## config.mk

```make
export PLATFORM = sky130hd
export DESIGN_NAME = rotary_quad_ctrl
export DESIGN_NICKNAME = d
export VERILOG_FILES = /design/src/rtl/rotary_quad_ctrl.sv
export SDC_FILE = /design/constraint.sdc
export NUM_CORES = 1
export LEC_CHECK = 0
export ABC_AREA = 1
export CORE_MARGIN = 8
export CORE_UTILIZATION = 45
export CTS_BUF_LIST = sky130_fd_sc_hd__clkbuf_8
export DETAILED_ROUTE_END_ITERATION = 16
export GPL_TIMING_DRIVEN = 0
export HOLD_SLACK_MARGIN = 0.06
export PLACE_DENSITY_LB_ADDON = 0.1
export RECOVER_POWER = 25
export SYNTH_ARGS = -nofsm -noshare
export SYNTH_HDL_FRONTEND = slang
export SYNTH_SLANG_ARGS = --single-unit
```

## constraint.sdc

```tcl
create_clock -name Fg_CLK -period 3.27 [get_ports Fg_CLK]
set_clock_uncertainty 0.1 [all_clocks]
set_input_delay 0.981 -clock Fg_CLK [delete_from_list [all_inputs] [get_ports Fg_CLK]]
set_output_delay 0.981 -clock Fg_CLK [all_outputs]
set_load 0.03 [all_outputs]
```

## src/rtl/rotary_quad_ctrl.sv

```systemverilog
// Rotary encoder front end for a frequency-word register.
// Quadrature detents move an internal count by a selectable step inside
// mode-dependent bounds. The count is published on Address once per update
// period, and FreqChng flags each published value that differs from the last.
module rotary_quad_ctrl #(
    parameter int         CNT_W       = 11,
    parameter int         CNT_MAX     = 1800,
    parameter int         CNT_MIN_ALT = 800,
    parameter logic [2:0] ALT_MODE    = 3'd4,
    parameter int         STEP_0      = 1,
    parameter int         STEP_1      = 10,
    parameter int         STEP_2      = 100,
    parameter int         UPD_PERIOD  = 2400,
    parameter int         DEB_CYC     = 16,
    parameter int         WRAP        = 0
) (
    input  logic             Fg_CLK,
    input  logic             RESET,
    input  logic             Rot_A,
    input  logic             Rot_B,
    input  logic             Rot_C,
    input  logic [2:0]       Mode,
    output logic [CNT_W-1:0] Address,
    output logic             FreqChng,
    output logic [1:0]       StepSel,
    output logic             Dir
);

    // One extra bit of headroom so that sums and differences never alias.
    localparam int EW = CNT_W + 1;
    localparam int PW = (UPD_PERIOD > 1) ? $clog2(UPD_PERIOD) : 1;
    localparam int DW = (DEB_CYC > 1) ? $clog2(DEB_CYC) : 1;

    localparam logic [EW-1:0] MAX_E  = EW'(CNT_MAX);
    localparam logic [EW-1:0] MIN_E  = EW'(CNT_MIN_ALT);
    localparam logic [PW-1:0] PER_LAST = PW'(UPD_PERIOD - 1);
    localparam logic [DW-1:0] DEB_LAST = DW'(DEB_CYC - 1);

    typedef enum logic [1:0] {
        IDLE = 2'd0,
        UP   = 2'd1,
        DOWN = 2'd2
    } state_t;

    logic [2:0]       sync_a;
    logic [2:0]       sync_b;
    logic [2:0]       sync_c;
    logic             a_fall;
    logic             b_fall;
    logic             c_level;

    logic [DW-1:0]    deb_cnt;
    logic             deb_btn;
    logic [1:0]       step_sel;

    state_t           state_q;
    state_t           state_d;
    logic [CNT_W-1:0] count_q;
    logic [CNT_W-1:0] count_d;
    logic             dir_q;
    logic             dir_d;

    logic [EW-1:0]    step_e;
    logic [EW-1:0]    lb_e;
    logic [EW-1:0]    count_e;
    logic [EW-1:0]    up_e;
    logic [EW-1:0]    dn_e;
    logic             alt_clamp;

    logic [PW-1:0]    per_cnt;
    logic             tick;

    // Three-flop synchronisers; the encoder phases idle high, the button idles low.
    always_ff @(posedge Fg_CLK or posedge RESET) begin
        if (RESET) begin
            sync_a <= 3'b111;
            sync_b <= 3'b111;
            sync_c <= 3'b000;
        end else begin
            sync_a <= {sync_a[1:0], Rot_A};
            sync_b <= {sync_b[1:0], Rot_B};
            sync_c <= {sync_c[1:0], Rot_C};
        end
    end

    assign a_fall  = sync_a[2] & ~sync_a[1];
    assign b_fall  = sync_b[2] & ~sync_b[1];
    assign c_level = sync_c[2];

    // Button debounce: accept a new level only after it has held for DEB_CYC cycles; each accepted press cycles the step index.
    always_ff @(posedge Fg_CLK or posedge RESET) begin
        if (RESET) begin
            deb_cnt  <= '0;
            deb_btn  <= 1'b0;
            step_sel <= 2'd0;
        end else if (c_level != deb_btn) begin
            if (deb_cnt == DEB_LAST) begin
                deb_cnt <= '0;
                deb_btn <= c_level;
                if (c_level) begin
                    step_sel <= (step_sel == 2'd2) ? 2'd0 : step_sel + 2'd1;
                end
            end else begin
                deb_cnt <= deb_cnt + 1'b1;
            end
        end else begin
            deb_cnt <= '0;
        end
    end

    // Candidate up/down results with bound handling, computed on the widened count.
    always_comb begin
        case (step_sel)
            2'd1:    step_e = EW'(STEP_1);
            2'd2:    step_e = EW'(STEP_2);
            default: step_e = EW'(STEP_0);
        endcase
        lb_e      = (Mode == ALT_MODE) ? MIN_E : '0;
        count_e   = {1'b0, count_q};
        alt_clamp = (Mode == ALT_MODE) && (count_e < MIN_E);
        up_e      = count_e + step_e;
        if (up_e > MAX_E) begin
            up_e = (WRAP != 0) ? lb_e : MAX_E;
        end
        if (count_e < lb_e + step_e) begin
            dn_e = (WRAP != 0) ? MAX_E : lb_e;
        end else begin
            dn_e = count_e - step_e;
        end
    end

    // Detent FSM next state: the leading phase fall moves the count, the trailing fall re-arms.
    always_comb begin
        state_d = state_q;
        count_d = count_q;
        dir_d   = dir_q;
        if (alt_clamp) begin
            count_d = CNT_W'(MIN_E);
            state_d = IDLE;
        end else begin
            case (state_q)
                IDLE: begin
                    if (b_fall && !a_fall) begin
                        count_d = CNT_W'(up_e);
                        dir_d   = 1'b1;
                        state_d = UP;
                    end else if (a_fall && !b_fall) begin
                        count_d = CNT_W'(dn_e);
                        dir_d   = 1'b0;
                        state_d = DOWN;
                    end
                end
                UP: begin
                    if (a_fall) begin
                        state_d = IDLE;
                    end
                end
                DOWN: begin
                    if (b_fall) begin
                        state_d = IDLE;
                    end
                end
                default: state_d = IDLE;
            endcase
        end
    end

    // Detent FSM, count and direction registers.
    always_ff @(posedge Fg_CLK or posedge RESET) begin
        if (RESET) begin
            state_q <= IDLE;
            count_q <= '0;
            dir_q   <= 1'b0;
        end else begin
            state_q <= state_d;
            count_q <= count_d;
            dir_q   <= dir_d;
        end
    end

    assign tick = (per_cnt == PER_LAST);

    // Free-running update period counter.
    always_ff @(posedge Fg_CLK or posedge RESET) begin
        if (RESET) begin
            per_cnt <= '0;
        end else if (tick) begin
            per_cnt <= '0;
        end else begin
            per_cnt <= per_cnt + 1'b1;
        end
    end

    // Publish the count once per period and flag only genuine changes.
    always_ff @(posedge Fg_CLK or posedge RESET) begin
        if (RESET) begin
            Address  <= '0;
            FreqChng <= 1'b0;
        end else if (tick) begin
            Address  <= count_q;
            FreqChng <= (Address != count_q);
        end else begin
            FreqChng <= 1'b0;
        end
    end

    assign StepSel = step_sel;
    assign Dir     = dir_q;

endmodule

```

# After elaboration in Yosys (flattened, before gate mapping)
# Index checks and enable logic that the tools add are counted.
# Widths: inputs -> output; s select.
op_classes:
  addsub: 6
  magnitude_cmp: 3
  eq_ne: 12
  n_mux: 21
  bitwise: 5
  reduce_logical: 14
op_table:
  columns: ["cell", "count"]
  rows:
  - ["$mux 11", 6]
  - ["$pmux 7 s2", 1]
  - ["$add 10x12->12", 1]
  - ["$add 11x7->12", 1]
  - ["$add 12x1->12 const B", 1]
  - ["$eq 12x12->1 const B", 1]
  - ["$gt 12x11->1 const B", 1]
  - ["$lt 11x12->1", 1]
  - ["$mux 12", 1]
  - ["$mux 2", 6]
  - ["$lt 11x10->1 const B", 1]
  - ["$ne 11x11->1", 1]
  - ["$sub 11x7->11", 1]
  - ["$mux 10", 1]
  - ["$reduce_and 3->1", 3]
  - ["$mux 4", 2]
  - ["$ne 3x3->1 const B", 2]
  - ["$pmux 2 s3", 1]
  - ["$add 4x1->4 const B", 1]
  - ["$eq 2x1->1 const B", 2]
  - ["$eq 2x2->1 const B", 2]
  - ["$eq 4x4->1 const B", 1]
  - ["$ne 4x4->1 const B", 1]
  - ["$reduce_and 2->1", 2]
  - ["other kinds (11)", 20]
totals:
  regBits: 54
  in_bits: 8
  output_inout_bits: 15
  word_cells: 73

# Depth between registers and ports, before layout
# Gate-level depths: netlist of the first run.
logic_depth:
  word_depth: 9
  ltp_mapped: 19
  mapped_depth_nobuf: 18

# Worst setup path before layout of the first run
# Ideal clock, no wire load.
synth_timing:
  kind: "input-to-reg"
  startpoint: "input Mode[1]"
  endpoint: "register count_q[10]"
  setup_time_ps: 124
  arrival_ps: 2559
  t_required_ps: 3046
  slack_ps: 487
  cell_stages: 12
  n_path_buf: 0
  path_cell_list: "nor2_1 -> nand2_1 -> ha_1 -> ha_1 -> a21oi_1 -> o21ai_0 -> nand2_1 -> nand3_2 -> o21ai_2 -> a21oi_1 -> o21ai_1 -> o21ai_1"
synth_via:
  elab_chain_cells: 9
  word_cells_on_any_way: 13
  cone_classes: "1 x add/sub; 1 x order compare; 1 x eq/ne; 6 x mux; 4 x reduce/logical"
synth_lines:
  columns: ["element", "line", "source"]
  rows:
  - ["from (decl)", "22", "input logic [2:0] Mode,"]
  - ["$eq 3x3->1 (*)", "118, 120", null]
  - ["$mux 10", "118", "lb_e = (Mode == ALT_MODE) ? MIN_E : '0;"]
  - ["$add 10x12->12", "125", "if (count_e < lb_e + step_e) begin"]
  - ["$lt 11x12->1", "125", null]
  - ["$mux 11", "125", null]
  - ["$mux 11", "147", "end else if (a_fall && !b_fall) begin"]
  - ["$mux 11", "143", "if (b_fall && !a_fall) begin"]
  - ["$mux 11", "141", "case (state_q)"]
  - ["$mux 11", "137", "if (alt_clamp) begin"]
  - ["to (signal assigned)", "176", "count_q <= count_d;"]
  - ["to (decl)", "58", "logic [CNT_W-1:0] count_q;"]
# Every way passes the cells marked *; elsewhere a longest branch is shown, timed or not. The select of a mux whose other input is x is not followed.
# A chain may end at the register's enable or synchronous reset.

# Worst setup path after layout of the first run
layout_timing:
  startpoint: "input Mode[1]"
  endpoint: "register count_q[2]"
# The elaborated chain is that of the path after synthesis.

==> results of run 1 <==
## sequential cells by signal, summed over array words and instances (netlist names)
| register | count |
|---|---|
| per_cnt | 12 |
| Address | 11 |
| count_q | 11 |
| deb_cnt | 4 |
| sync_a | 3 |
| sync_b | 3 |
| sync_c | 3 |
| StepSel | 2 |
| state_q | 2 |
| Dir | 1 |
| FreqChng | 1 |
| deb_btn | 1 |
## logic make-up (layout without fill, tap and decap cells)
family / count (synthesis) / after routing / synth area share, %
xor+xnor: 16 / 16 / 3.87
flops: 54 / 54 / 37.5
buf+inv: 77 / 109 / 8.70
simple gates: 254 / 254 / 31.5
compound gates: 59 / 59 / 8.67
fa+ha+maj: 27 / 27 / 9.74
## layout make-up
cell class                      instances  area (sq um)  area share [%]
Timing Repair Buffer                   24           260            6.26
Sequential cell                        54          1360            32.7
Clock inverter                          3          47.5            1.14
Multi-Input combinational cell        356          1980            47.6
Tap cell                              102           128            3.07
Clock buffer                            5          68.8            1.66
Buffer                                 10          61.3            1.48
Inverter                               67           254            6.11
## final timing paths
check | endpoint
worst max-delay path | count_q[2]
worst min-delay path | sync_a[1]
worst max register to register | count_q[2]
worst min register to register | sync_a[1]
max in group asynchronous | sync_a[0]
min in group asynchronous | count_q[9]
## Yosys cell counts
library cell / count / area (sq um)
nand2_1: 131 / 492
inv_1: 56 / 210
dfrtp_1: 48 / 1200
nor2_1: 42 / 158
nand3_1: 34 / 170
a21oi_1: 29 / 145
ha_1: 25 / 313
o21ai_0: 16 / 80.1
xor2_1: 14 / 123
nor3_1: 13 / 65.1
inv_2: 9 / 33.8
nand2_2: 9 / 56.3
dfstp_2: 6 / 158
nand3_2: 6 / 60.1
nor2_2: 6 / 37.5
o21ai_1: 6 / 30.0
nand4_1: 5 / 31.3
buf_2: 4 / 20.0
clkbuf_1: 3 / 11.3
o31ai_1: 3 / 22.5
buf_6: 2 / 22.5
fa_1: 2 / 40.0
nor4_1: 2 / 12.5
xnor2_1: 2 / 17.5
a211oi_1: 1 / 7.51
a31oi_1: 1 / 6.26
and3_1: 1 / 6.26
buf_4: 1 / 7.51
clkinv_1: 1 / 3.75
inv_4: 1 / 6.26
nand2_4: 1 / 11.3
nand3_4: 1 / 17.5
nand3b_1: 1 / 7.51
nor2_4: 1 / 11.3
o21ai_2: 1 / 8.76
o21bai_1: 1 / 7.51
o22ai_1: 1 / 6.26
or2_2: 1 / 6.26
## power groups by stage
stage               Sequential (W)  Clock (W)  Combinational (W)
floorplan                 0.000859          0           0.000924
global placement          0.000888          0            0.00117
detailed placement        0.000890          0            0.00118
CTS                       0.000877   0.000496            0.00119
global route              0.000899   0.000519            0.00141
finish                    0.000879   0.000478            0.00124
## metrics by stage
| stage | hold slack [ns] | TNS [ns] | instance area (sq um) | worst slack [ns] | power (W) |
|---|---|---|---|---|---|
| after floorplan | 0.231 | 0 | 3620 | 0.487 | 0.00178 |
| after global placement | 0.236 | -10.01 | 3970 | -0.252 | 0.00205 |
| after detailed placement | 0.242 | -2.13 | 3990 | -0.312 | 0.00207 |
| after CTS | 0.262 | 0 | 4110 | 0.0326 | 0.00256 |
| after global routing | 0.268 | 0 | 4160 | 0.0191 | 0.00283 |
| final | 0.260 | 0 | 4160 | 0.167 | 0.00260 |
## timing repair
item | CTS | global route
setup buffers | 0 | 1
resized for setup | 0 | 7
endpoints found under the setup margin | 0 | 9
## routing by layer
metal  share of wire [%]  track usage, %
met1                  48            20.0
met3                 5.9            3.71
met5                   0               0
met2                  43            24.6
met4                 2.2            5.83
## worst max-delay path, stage by stage
cell and delay, ns:
clkdlybuf4s50_1 0.41, nor2_2 0.12, nand2_2 0.10, ha_1 0.31
ha_1 0.30, a21oi_2 0.14, o21ai_0 0.08, nand2_1 0.14
nand3_4 0.11, o21ai_4 0.23, buf_12 0.14, a21oi_1 0.05
nand2_1 0.08, nand2_1 0.04
==> impl_results.md, run 1 <==
* # Max-Cap Violations at 0
* First-pass GRT wire length at ~14 mm
* Remaining DRCs at 0
* Final #Nets at about 550
* Status: complete, no violations
* Area delta synth->final at 14.7%
* Sw Ratio at 44.7%
* R2r setup slk at between 0.3 and 0.4 ns
* Max IR drop VDD at 0.000310 V
* CTS buffer count at 5
* Reg2Reg Depth at 17
* Via count of the first global-routing pass at approximately 3000
* Most common cell after layout, fill and taps aside: nand2_1
* Mapped Cells at around 500
* Actual slew at the worst max-slew pin at ~1.0 ns
* Via count at 3163
* Clock power frac at a little under a fifth
* Via density at between 5 and 6
* Worst setup startpoint: Mode[1]
* Die width at ~110 um
* Cell Area, Synth at 3620 sq um
* Synthesized Nets at between 500 and 600
* Worst r2r src: StepSel[1]
* Bufs on Longest Clock Path at 2
* Initial DRC Count at 157
* I/O Pins at 23
* Detailed Route WL at 8.28 mm
* Register area share after synthesis at a little under two fifths
* Final-layout fill cell count at ~750
* Yosys warns at 0
* Initial antenna violation count at 0
* Internal power at 0.00144 W
* CTS Sinks at between 50 and 60
* Clock Tree Root: clkbuf_8
* Leak at 2.12 nW
* Hold Vio Cnt, Final at 0
* GRT Total Usage at 15.5%
* Critical Path End Type: flip-flop
* Seq pwr share at 33.8%
* Row count at 32
* Core Area at 7770 sq um
* Unique masters post-synth at 38
* Post-route minimum period at just over 3 ns
* Req. time, crit path at ~3.4 ns
* Final slew viol count at 0
* Max Freq at roughly 0.32 GHz
* Yosys reg bits at 54
* RSZ-0062 raised after global routing: no
* Most frequent cells in the layout: nand2_1, inv_1, dfrtp_1
* Post-Layout Cell Count at between 600 and 700
* Fin util at between 50% and 60%
* Post-cts hold buffer count at 0
* Pwr dens at approximately 630 nW/um^2
* Clk_lat worst skew at 0.32 ns
* Gpl congestion at between 0.8 and 0.9
* Maximum number of pins on one net before global-route repair at 29
* Die footprint at around 11000 sq um
* Max_slew headroom at a little under a third
* DR pass1 iterations at 5
* Layout cells sized above 1 at between 10% and 20%
* Final period utilization at between 90% and 100%
* Clock slew at reported path FFs at about 0.11 ns
* Initial core utilization at 46.6%
* Critical path data arrival time at between 3 and 4 ns
* WHS Path Cells at 0
* Worst min path class: reg -> reg
* Dpl cells at a little over 600
* CP Launch Type: primary input
* Final setup viols at 0
* Hold_sp: sync_a[0]
* Die Ht at roughly 110 um
* Crit Path Max Fanout at 6
* Final HPWL DP at 6.48 mm
* CTS tree: done
* Antenna viol nets, final at 0
* H-tree depth at 2
* Logic pwr share at a little under half
* IO buf count at 22
* Mean post-synth cell area at 7.44 sq um
* Post-DR wirelength/cell at around 13 um
* Ant diodes at 0
* Switching pwr at between 0.001 and 0.0015 W
* Grt ovf at 0
* Crit Path Class: in -> reg
Power figures use the tool's default switching activity.
==> inputs of run 2 (changes only) <==
Clock period 3.27 ns to 3 ns, I/O delays scaled along.
==> impl_results.md, run 2 (synthesized netlist as in run 1, its figures left out) <==
* Core Area at 7770 sq um (unchanged)
* Actual slew at the worst max-slew pin at 1.05 ns (was 1.04 ns)
* Grt peak-use layer: met2 (unchanged)
* Die Ht at 106 um (unchanged)
* Area delta synth->final at 17.9% (was 14.7%)
* Remaining DRCs at 0 (unchanged)
* Most common cell after layout, fill and taps aside: nand2_1 (unchanged)
* Leak at 2.16 nW (was 2.12 nW)
* CP most frequent cell: nand2_1 (unchanged)
* GRT Total Usage at 15.5% (about the same)
* Critical path data arrival time at 2.99 ns (was 3.23 ns)
* DR pass1 iterations at 5 (unchanged)
* Layout cells sized above 1 at 15.8% (was 12.1%)
* Final slew viol count at 0 (unchanged)
* Max_slew headroom at 30.1% (was 30.3%)
* Req. time, crit path at 3.13 ns (was 3.40 ns)
* Initial antenna violation count at 0 (unchanged)
* Met1 Resource Use GR at 20.0% (about the same)
* Antenna viol nets, final at 0 (unchanged)
* Met2 Use GR at 24.5% (was 24.6%)
* Bufs on Longest Clock Path at 2 (unchanged)
* CTS Sinks at 54 (unchanged)
* CTS buffer count at 5 (unchanged)
* Worst min path class: reg -> reg (unchanged)
* Global-route met3 utilization at 3.59% (was 3.71%)
* H-tree depth at 2 (unchanged)
* Fin util at 55.0% (was 53.5%)
* I/O Pins at 23 (unchanged)
* Slowest library cell on the worst path: clkdlybuf4s50_1 (unchanged)
* Post-cts hold buffer count at 0 (unchanged)
* Via count of the first global-routing pass at 3068 (was 3036)
* First-pass GRT wire length at 14.4 mm (about the same)
* CP Launch Type: primary input (unchanged)
* Hold Vio Cnt, Final at 0 (unchanged)
* Dpl cell area at 3990 sq um (unchanged)
* Initial DRC Count at 234 (was 157)
* # Max-Cap Violations at 0 (unchanged)
* Crit-path cells: clkdlybuf4s50_1 -> nor2_2 -> nand2_2 -> inv_2 -> ha_2 -> inv_1 -> ha_4 -> a21oi_2 -> o21ai_1 -> nand2_1 -> nand3_4 -> o21ai_4 -> buf_12 -> a21oi_1 -> nand2_1 -> nand2_1 (was clkdlybuf4s50_1 -> nor2_2 -> nand2_2 -> ha_1 -> ha_1 -> a21oi_2 -> o21ai_0 -> nand2_1 -> nand3_4 -> o21ai_4 -> buf_12 -> a21oi_1 -> nand2_1 -> nand2_1)
* Grt ovf at 0 (unchanged)
* Final period utilization at a little over nine tenths
* Die width at 106 um (unchanged)
* Via count at 3259 (was 3163)
* Detailed Route WL at 8.48 mm (was 8.28 mm)
* Max reg flops at 12 (unchanged)
* Gpl congestion at 0.876 (unchanged)
* Final setup viols at 0 (unchanged)
* Max Freq at 0.349 GHz
* Max IR drop VDD at 0.000339 V (was 0.000310 V)
* Largest Register: per_cnt (unchanged)
* Clock slew at reported path FFs at 0.11 ns (about the same)
* Post-DR wirelength/cell at 13.5 um (was 13.3 um)
* Status: complete, no violations (unchanged)
* Most frequent cells in the layout: nand2_1, inv_1, dfrtp_1 (unchanged)
* Post-route minimum period at around 2.9 ns
* Maximum number of pins on one net before global-route repair at 29 (unchanged)
* Post-route cell area at 4270 sq um (was 4160 sq um)
* Final setup TNS at 0 ns (unchanged)
* Final #Nets at 558 (was 553)
* Crit Path Max Fanout at 6 (unchanged)
* RSZ-0062 raised after global routing: no (unchanged)
* Via density at 5.21 (was 5.09)
* Crit Path Class: in -> reg (unchanged)
* Clk_lat worst skew at 0.32 ns (about the same)
* Largest regs: per_cnt (12), Address (11), count_q (11) (unchanged)
* Final HPWL DP at 6.48 mm (unchanged)
* Clock Tree Root: clkbuf_8 (unchanged)
* Pwr dens at 682 nW/um^2 (was 626 nW/um^2)
* Die footprint at 11200 sq um (unchanged)
* Ant diodes at 0 (unchanged)
* IO buf count at 22 (unchanged)
* Initial core utilization at 46.6% (unchanged)
* CTS tree: done (unchanged)
* Critical Path End Type: flip-flop (unchanged)
* Row count at 32 (unchanged)
* Max incr delay on CP at 0.47 ns (was 0.41 ns)
==> run 2: final cells by class <==
type | count | area, sq um
inverter | 67 | 254
clock inverter | 3 | 47.5
clock buffer | 5 | 68.8
timing repair buffer | 29 | 300
tap | 102 | 128
sequential | 54 | 1360
fill | 745 | 3500
buffer | 10 | 61.3
multi-input combinational | 356 | 2050
==> run 2: worst max-delay path: cells and delay by family <==
family / cells / cell delay [ns]
AND/OR/NAND/NOR: 6 / 0.50
AO/OA/AOI/OAI: 4 / 0.45
adder cells (fa/ha/maj): 2 / 0.38
buffers and inverters: 4 / 0.76
==> run 2: power breakdown <==
group | total (W) | switching [W] | internal [W]
logic | 0.00143 | 0.000900 | 0.000530
clock network | 0.000522 | 0.000267 | 0.000255
registers | 0.000963 | 0.000143 | 0.000820
==> run 2: path summary, 6_finish.rpt <==
check	endpoint	from	slack, ns	cells past startpoint
hold reg to reg	sync_a[1]	sync_a[0]	0.26	0
max in group asynchronous	sync_a[0]	RESET	0.87	3
hold / removal	sync_a[1]	sync_a[0]	0.26	0
setup / recovery	count_q[1]	Mode[0]	0.14	16
min in group asynchronous	count_q[9]	RESET	1.16	2
setup reg to reg	count_q[7]	StepSel[0]	0.20	16
==> run 2: per-stage QoR <==
stage	total power [W]	setup WS, ns	hold slack, ns	cells
global route	0.00315	0.000473	0.268	626
floorplan	0.00194	0.218	0.231	487
global placement	0.00224	-0.441	0.236	611
detailed placement	0.00226	-0.501	0.242	612
finish	0.00292	0.138	0.260	626
CTS	0.00282	0.00163	0.262	622
==> run 2: timing repair <==
item / CTS / global route
buffers inserted: 2 / 4
setup endpoints to repair: 8 / 11
gates resized for setup: 2 / 22
pin swaps: 6 / 7
==> run 2: metal layers <==
metal	wire length [um]	part of all wire (%)	vias up
li1	-	-	1625
met1	4050	48	1516
met2	3770	44	102
met3	459	5.4	16
met4	191	2.3	0
met5	0	0	-
==> inputs of run 3 (changes only) <==
--- a/config.mk
+++ b/config.mk
@@ -6,5 +6,4 @@
 export NUM_CORES = 1
 export LEC_CHECK = 0
-export ABC_AREA = 1
 export CORE_MARGIN = 8
 export CORE_UTILIZATION = 45
@@ -14,5 +13,4 @@
 export HOLD_SLACK_MARGIN = 0.06
 export PLACE_DENSITY_LB_ADDON = 0.1
-export RECOVER_POWER = 25
 export SYNTH_ARGS = -nofsm -noshare
 export SYNTH_HDL_FRONTEND = slang
--- a/constraint.sdc
+++ b/constraint.sdc
@@ -3,3 +3,3 @@
 set_input_delay 0.9 -clock Fg_CLK [delete_from_list [all_inputs] [get_ports Fg_CLK]]
 set_output_delay 0.9 -clock Fg_CLK [all_outputs]
-set_load 0.03 [all_outputs]
+set_load 0.05 [all_outputs]
==> impl_results.md, run 3 <==
* Status: finished, violations left (was complete, no violations)
* Failing checks: setup timing
* Req. time, crit path at 3.09 ns (was 3.13 ns)
* GRT Total Usage at 15.8% (was 15.5%)
* Post-cts hold buffer count at 0 (unchanged)
* Pwr dens at 698 nW/um^2 (was 682 nW/um^2)
* Post-route cell area at 4300 sq um (was 4270 sq um)
* DR pass1 iterations at 5 (unchanged)
* Post-synth top area cell: dfrtp_1 (unchanged)
* I/O Pins at 23 (unchanged)
* Clock slew at reported path FFs at 0.09 ns (was 0.11 ns)
* Bufs on Longest Clock Path at 2 (unchanged)
* Worst min path class: reg -> reg (unchanged)
* Via density at 5.42 (was 5.21)
* Top cell family by delay on the critical path: simple AND/OR/NAND/NOR gates (was buffers and inverters)
* Mapped Cells at 382 (was 487)
* Clock Tree Root: clkbuf_8 (unchanged)
* First-pass GRT wire length at 14.4 mm (unchanged)
* Yosys reg bits at 54 (unchanged)
* Max IR drop VDD at 0.000307 V (was 0.000339 V)
* Detailed Route WL at 8.28 mm (was 8.48 mm)
* Seq pwr share at 33.4% (was 33.0%)
* CP Launch Type: primary input (unchanged)
* Initial core utilization at 45.6% (was 46.6%)
* CTS Sinks at 54 (unchanged)
* Hold Vio Cnt, Final at 0 (unchanged)
* Final period utilization at 102% (was 95.4%)
* # Max-Cap Violations at 0 (unchanged)
* Clk_lat worst skew at 0.30 ns (was 0.32 ns)
* Register area share after synthesis at 39.4% (was 37.5%)
* Hold Path End: sync_b[1] (was sync_a[1])
* Leak at 1.82 nW (was 2.16 nW)
* Die width at 104 um (was 106 um)
* Post-synth top area share at 34.8% (was 33.1%)
* Internal power at 0.00171 W (was 0.00160 W)
* Critical Path End Type: flip-flop (unchanged)
* FF-to-FF End: count_q[4] (was count_q[7])
* H-tree depth at 2 (unchanged)
* Synth top cells by count: nand2_1, dfrtp_1, nor2_1 (was nand2_1, inv_1, dfrtp_1)
* Ant diodes at 0 (unchanged)
* Critical path data arrival time at 3.15 ns (was 2.99 ns)
* Slowest library cell on the worst path: or3b_4 (was clkdlybuf4s50_1)
* Via count at 2839 (was 3259)
* R2r setup slk at -0.04 ns (was 0.20 ns)
* Post-synth EDFFs at 0 (unchanged)
* Layout cells sized above 1 at 20.4% (was 15.8%)
* Cell Area, Synth at 3450 sq um (was 3620 sq um)
* Reg area at 1360 sq um (about the same)
* RSZ-0062 raised after global routing: yes (was no)
* Clock power frac at 14.1% (was 17.9%)
* Max reg flops at 12 (unchanged)
* Most frequent cells in the layout: nand2_1, dfrtp_1, nor2_1 (was nand2_1, inv_1, dfrtp_1)
* Unique masters post-synth at 61 (was 38)
* Die Ht at 104 um (was 106 um)
* Synthesized Nets at 417 (was 522)
* Dpl cell area at 3880 sq um (was 3990 sq um)
* Crit Path Max Fanout at 5 (was 6)
* Largest regs: per_cnt (12), Address (11), count_q (11) (unchanged)
* Initial antenna violation count at 0 (unchanged)
* IO buf count at 22 (unchanged)
* Ys async rst share at 100% (unchanged)
* WHS Path Cells at 0 (unchanged)
* Post-DR wirelength/cell at 15.8 um (was 13.5 um)
* Worst r2r src: StepSel[0] (unchanged)
* Crit-path cells: buf_2 -> or3b_4 -> buf_4 -> ha_4 -> ha_4 -> a21o_1 -> a211o_1 -> and2_4 -> a31oi_4 -> o31ai_2 -> or3_1 (was clkdlybuf4s50_1 -> nor2_2 -> nand2_2 -> inv_2 -> ha_2 -> inv_1 -> ha_4 -> a21oi_2 -> o21ai_1 -> nand2_1 -> nand3_4 -> o21ai_4 -> buf_12 -> a21oi_1 -> nand2_1 -> nand2_1)
* Grt ovf at 0 (unchanged)
* CTS buffer count at 5 (unchanged)
* Post-route minimum period at 3.07 ns (was 2.86 ns)
* Switching pwr at 0.00129 W (was 0.00131 W)
* Maximum number of pins on one net before global-route repair at 36 (was 29)
* Via count of the first global-routing pass at 2984 (was 3068)
* Logic pwr share at 52.5% (was 49.1%)
* Area of the multi-input gates at 2250 sq um (was 2050 sq um)
* Yosys warns at 0 (unchanged)
* Max incr delay on CP at 0.39 ns (was 0.47 ns)
* Worst setup margin at -0.0651 ns (was 0.138 ns)
* Final-layout fill cell count at 671 (was 745)
* CTS tree: done (unchanged)
* Largest cells by area after synthesis: dfrtp_1, ha_1, nand2_1 (was dfrtp_1, nand2_1, ha_1)
* Reg2Reg Depth at 12 (was 16)
* Count leader, synth: nand2_1 (unchanged)
* Die footprint at 10700 sq um (was 11200 sq um)
* Most common cell after layout, fill and taps aside: nand2_1 (unchanged)
* Antenna viol nets, final at 0 (unchanged)
* Final slew viol count at 0 (unchanged)
* Remaining DRCs at 0 (unchanged)
* Actual slew at the worst max-slew pin at 0.591 ns (was 1.05 ns)
* Bufs and invs on worst path at 2 (was 4)
* Max Freq at 0.326 GHz (was 0.349 GHz)
* Hold_sp: sync_b[0] (was sync_a[0])
* Final #Nets at 456 (was 558)
* Fin util at 56.8% (was 55.0%)
* Final setup TNS at -0.114 ns (was 0 ns)
* Final HPWL DP at 5.98 mm (was 6.48 mm)
* Max_slew headroom at 60.3% (was 30.1%)
* Ys flop type: dfrtp_1 (unchanged)
* Sw Ratio at 43.1% (was 45.0%)
* Crit Path Class: in -> reg (unchanged)
* CP most frequent cell: ha_4 (was nand2_1)
* Area delta synth->final at 24.6% (was 17.9%)
* Gpl congestion at 0.838 (was 0.876)
* Final setup viols at 5 (was 0)
* Largest Register: per_cnt (unchanged)
* Row count at 32 (unchanged)
* Total power at 0.00300 W (was 0.00292 W)
* Mean post-synth cell area at 9.03 sq um (was 7.44 sq um)
* Initial DRC Count at 180 (was 234)
* Core Area at 7570 sq um (was 7770 sq um)
[run 3: through the flow]
stage / worst slack (ns) / cells / hold WS, ns
after detailed placement: -0.791 / 507 / 0.247
after floorplan: -0.209 / 382 / 0.231
final: -0.0651 / 524 / 0.261
after CTS: -0.0670 / 524 / 0.263
after global routing: -0.168 / 524 / 0.264
after global placement: -0.729 / 506 / 0.237
[run 3: kinds of logic after synthesis]
logic type,share of synthesized area [%]
simple gates,21.2
buf+inv,4.21
xor+xnor,7.87
flops,39.4
compound gates,15.5
mux,1.56
fa+ha+maj,10.2
[run 3: cell type report]
class	instances	area share, %
Inverter	19	1.89
Tap cell	102	2.97
Multi-Input combinational cell	294	52.3
Sequential cell	54	31.7
Clock buffer	6	1.92
Timing Repair Buffer	36	7.74
Buffer	11	1.16
Clock inverter	2	0.291
[run 3: worst max path at each step]
stage | from | to | slack [ns] | depth (start not counted)
after CTS | Mode[1] | count_q[4] | -0.07 | 11
after detailed placement | Mode[2] | count_q[9] | -0.79 | 13
after global routing | count_q[5] | count_q[4] | -0.17 | 8
after global placement | Mode[2] | count_q[9] | -0.73 | 10
after floorplan | Mode[0] | count_q[4] | -0.21 | 10
final | Mode[0] | count_q[4] | -0.07 | 11
[run 3: per-layer routing]
metal,part of all wire (%),up-vias,global-route usage (%)
met5,0,-,0
met2,47,63,25.7
li1,-,1399,-
met3,3.7,16,2.73
met1,47,1361,20.5
met4,2.2,0,5.67
[run 3: power by group through the flow]
stage          Sequential, W  Clock (W)  Combinational (W)
2_1_floorplan       0.000968          0            0.00101
3_3_place_gp        0.000996          0            0.00130
3_5_place_dp         0.00100          0            0.00130
4_1_cts             0.000993   0.000444            0.00140
5_1_grt              0.00102   0.000467            0.00175
6_report             0.00100   0.000423            0.00158
[run 3: repair_timing]
item / in CTS / in global routing
setup buffers: 11 / 2
gates resized for setup: 38 / 24
setup endpoints to repair: 11 / 11
cloned: 0 / 0
pin swaps: 25 / 15
==> edit (config.mk and constraints of run 2) <==
Change the parameter `CNT_W` from 11 to 9.
--- a/src/rtl/rotary_quad_ctrl.sv
+++ b/src/rtl/rotary_quad_ctrl.sv
@@ -5,3 +5,3 @@
 module rotary_quad_ctrl #(
-    parameter int         CNT_W       = 11,
+    parameter int         CNT_W       = 9,
     parameter int         CNT_MAX     = 1800,
Ports: changed (resized Address); port bits go from 23 to 21. The function was not compared with the original's and may differ.
==> edit against run 2 <==
  * Register-to-register slack improved by 0.20 ns
  * Sequential cell count shrank 4
  * Setup slack worse by 0.057 ns
  * Final area is 14% lower
  * Synthesized cell count fell by 18%
  * Synthesized area down 13%
  * Highest routed layer unchanged
  * Largest power group unchanged
  * Wire length down 18%
  * Total power shrank 20%
  * Clock power down 7.1%
==> edit: results (changes against run 2) <==
- Status: finished clean
- Gpl congestion: 0.948 (+8.3%)
- Number of port buffers: 20 (-9.1%)
- Number of global-route vias before repair: 2617 (-15%)
- Synth Area in Compound Gates: 0.0806 (-0.00610)
- Clock Latency Late Sink: 0.30 ns (-0.02 ns)
- Commonest cells in the netlist: nand2_1, inv_1, dfrtp_1
- Vias per cell: 5.00 (-3.9%)
- Post-Layout Cell Count: 523 (-16%)
- Critical path data arrival time: 3.01 ns (+0.02 ns)
- Initial DRT Pass Iterations: 4 (-1)
- DR WL/cell: 13.3 um (-1.9%)
- Relative slew slack: 0.381 (+0.0801)
- Diode count: 0 (unchanged)
- Total CTS buffers: 5 (unchanged)
- Pleak: 1.81 nW (-16%)
- CTS H-tree depth: 2 (unchanged)
- Worst-case vdd ir drop: 0.285 mV (-16%)
- Clock slew at reported path FFs: 0.08 ns (-0.03 ns)
- Largest regs: per_cnt x12, Address x9, count_q x9
- Initial antenna violation count: 0 (unchanged)
- # fillers: 672 (-9.8%)
- XOR/XNOR Fraction of Synth Area: 0.0470 (+0.00832)
- Layout cell share with drive strength beyond 1: 0.129 (-0.0296)
- Ys flop type: dfrtp_1
- Mapped Avg Cell Area: 7.96 sq um (+7.0%)
- HPWL after DPL: 5.36 mm (-17%)
- Adder-Cell Fraction of Synth Area: 0.0995 (+0.00215)
- Top cells by area in the synthesized netlist: dfrtp_1, nand2_1, ha_1
- Sequential fraction of the synthesis area: 0.397 (+0.0223)
- Dpl ws: -0.375 ns (+0.126 ns)
- Final Net Count: 458 (-18%)
- Global-route wire length before repair: 12.2 mm (-15%)
- Sw Share: 0.401 (-0.0486)
- Netlist cell types: 39 (+2.6%)
- CP Max Fanout: 5 (-1)
- Largest net degree at the start of global routing: 28 (-3.4%)
- Overall routing resource usage: 0.149 (-0.00608)
- Mapped Nets: 430 (-18%)
- Post-DP Area: 3510 sq um (-12%)
- DR iter-0 viols: 124 (-47%)
## edit: logic make-up (layout without fill, tap and decap cells)
family | count (synthesis) | after routing
AND/OR/NAND/NOR | 197 | 197
AO/OA/AOI/OAI | 46 | 46
buffers and inverters | 64 | 93
XOR/XNOR | 17 | 17
adder cells (fa/ha/maj) | 24 | 24
flip-flops | 50 | 50
## edit: power groups by stage
stage          Sequential, mW  Clock, mW  Combinational, mW
2_1_floorplan           0.826          0              0.765
3_3_place_gp            0.849          0              0.964
4_1_cts                 0.838      0.505              0.976
5_1_grt                 0.849      0.525               1.14
6_report                0.837      0.485               1.02
3_5_place_dp            0.851          0              0.971
## edit: what timing repair did
action                                  4_1_cts  5_1_grt
pin swaps                                     0        1
buffers inserted                              0        0
resized for setup                             1        9
hold buffers                                  0        0
endpoints found under the setup margin        4        7
## edit: worst paths after layout
check                           start          to  slack, ns  depth (start not counted)
hold reg to reg             sync_c[0]   sync_c[1]       0.26                          0
setup reg to reg           StepSel[0]  count_q[5]       0.40                         18
setup / recovery              Mode[1]  count_q[6]       0.08                         15
hold / removal              sync_c[0]   sync_c[1]       0.26                          0
min in group asynchronous       RESET   sync_c[0]       1.14                          2
max in group asynchronous       RESET  Address[7]       1.02                          3
## edit: per-layer routing
metal	up-vias	global-route usage	part of all wire
li1	1336	-	-
met1	1225	0.195	0.49
met2	48	0.242	0.46
met3	7	0.0201	0.038
met4	0	0.0629	0.015
met5	-	0	0
## edit: per-stage QoR
stage	util	hold slack (ns)
2_1_floorplan	-	0.231
3_3_place_gp	0.513	0.235
3_5_place_dp	0.516	0.240
4_1_cts	0.534	0.261
5_1_grt	0.539	0.261
6_report	0.539	0.258
## edit: final cells by class
type                    count  area, sq um  share of cell area
multi-input cells         284         1670               0.456
flip-flops and latches     50         1260               0.344
repair buffers             21          220              0.0601
inverters                  57          219              0.0598
clock buffers               6         82.6              0.0225
clock inverters             2         33.8             0.00922
well taps                  96          120              0.0328
plain buffers               7         57.6              0.0157
## edit: critical path: stages
cell and delay [ns]:
clkdlybuf4s50_1 0.45, nor2_1 0.05, nand2_2 0.12, inv_4 0.07, ha_1 0.28, inv_1 0.04, ha_1 0.31, a21oi_1 0.17
o21ai_1 0.10, nand2_2 0.12, nand4_4 0.15, nand2_1 0.09, nor2_1 0.05, nand2_1 0.08, nand2_1 0.04
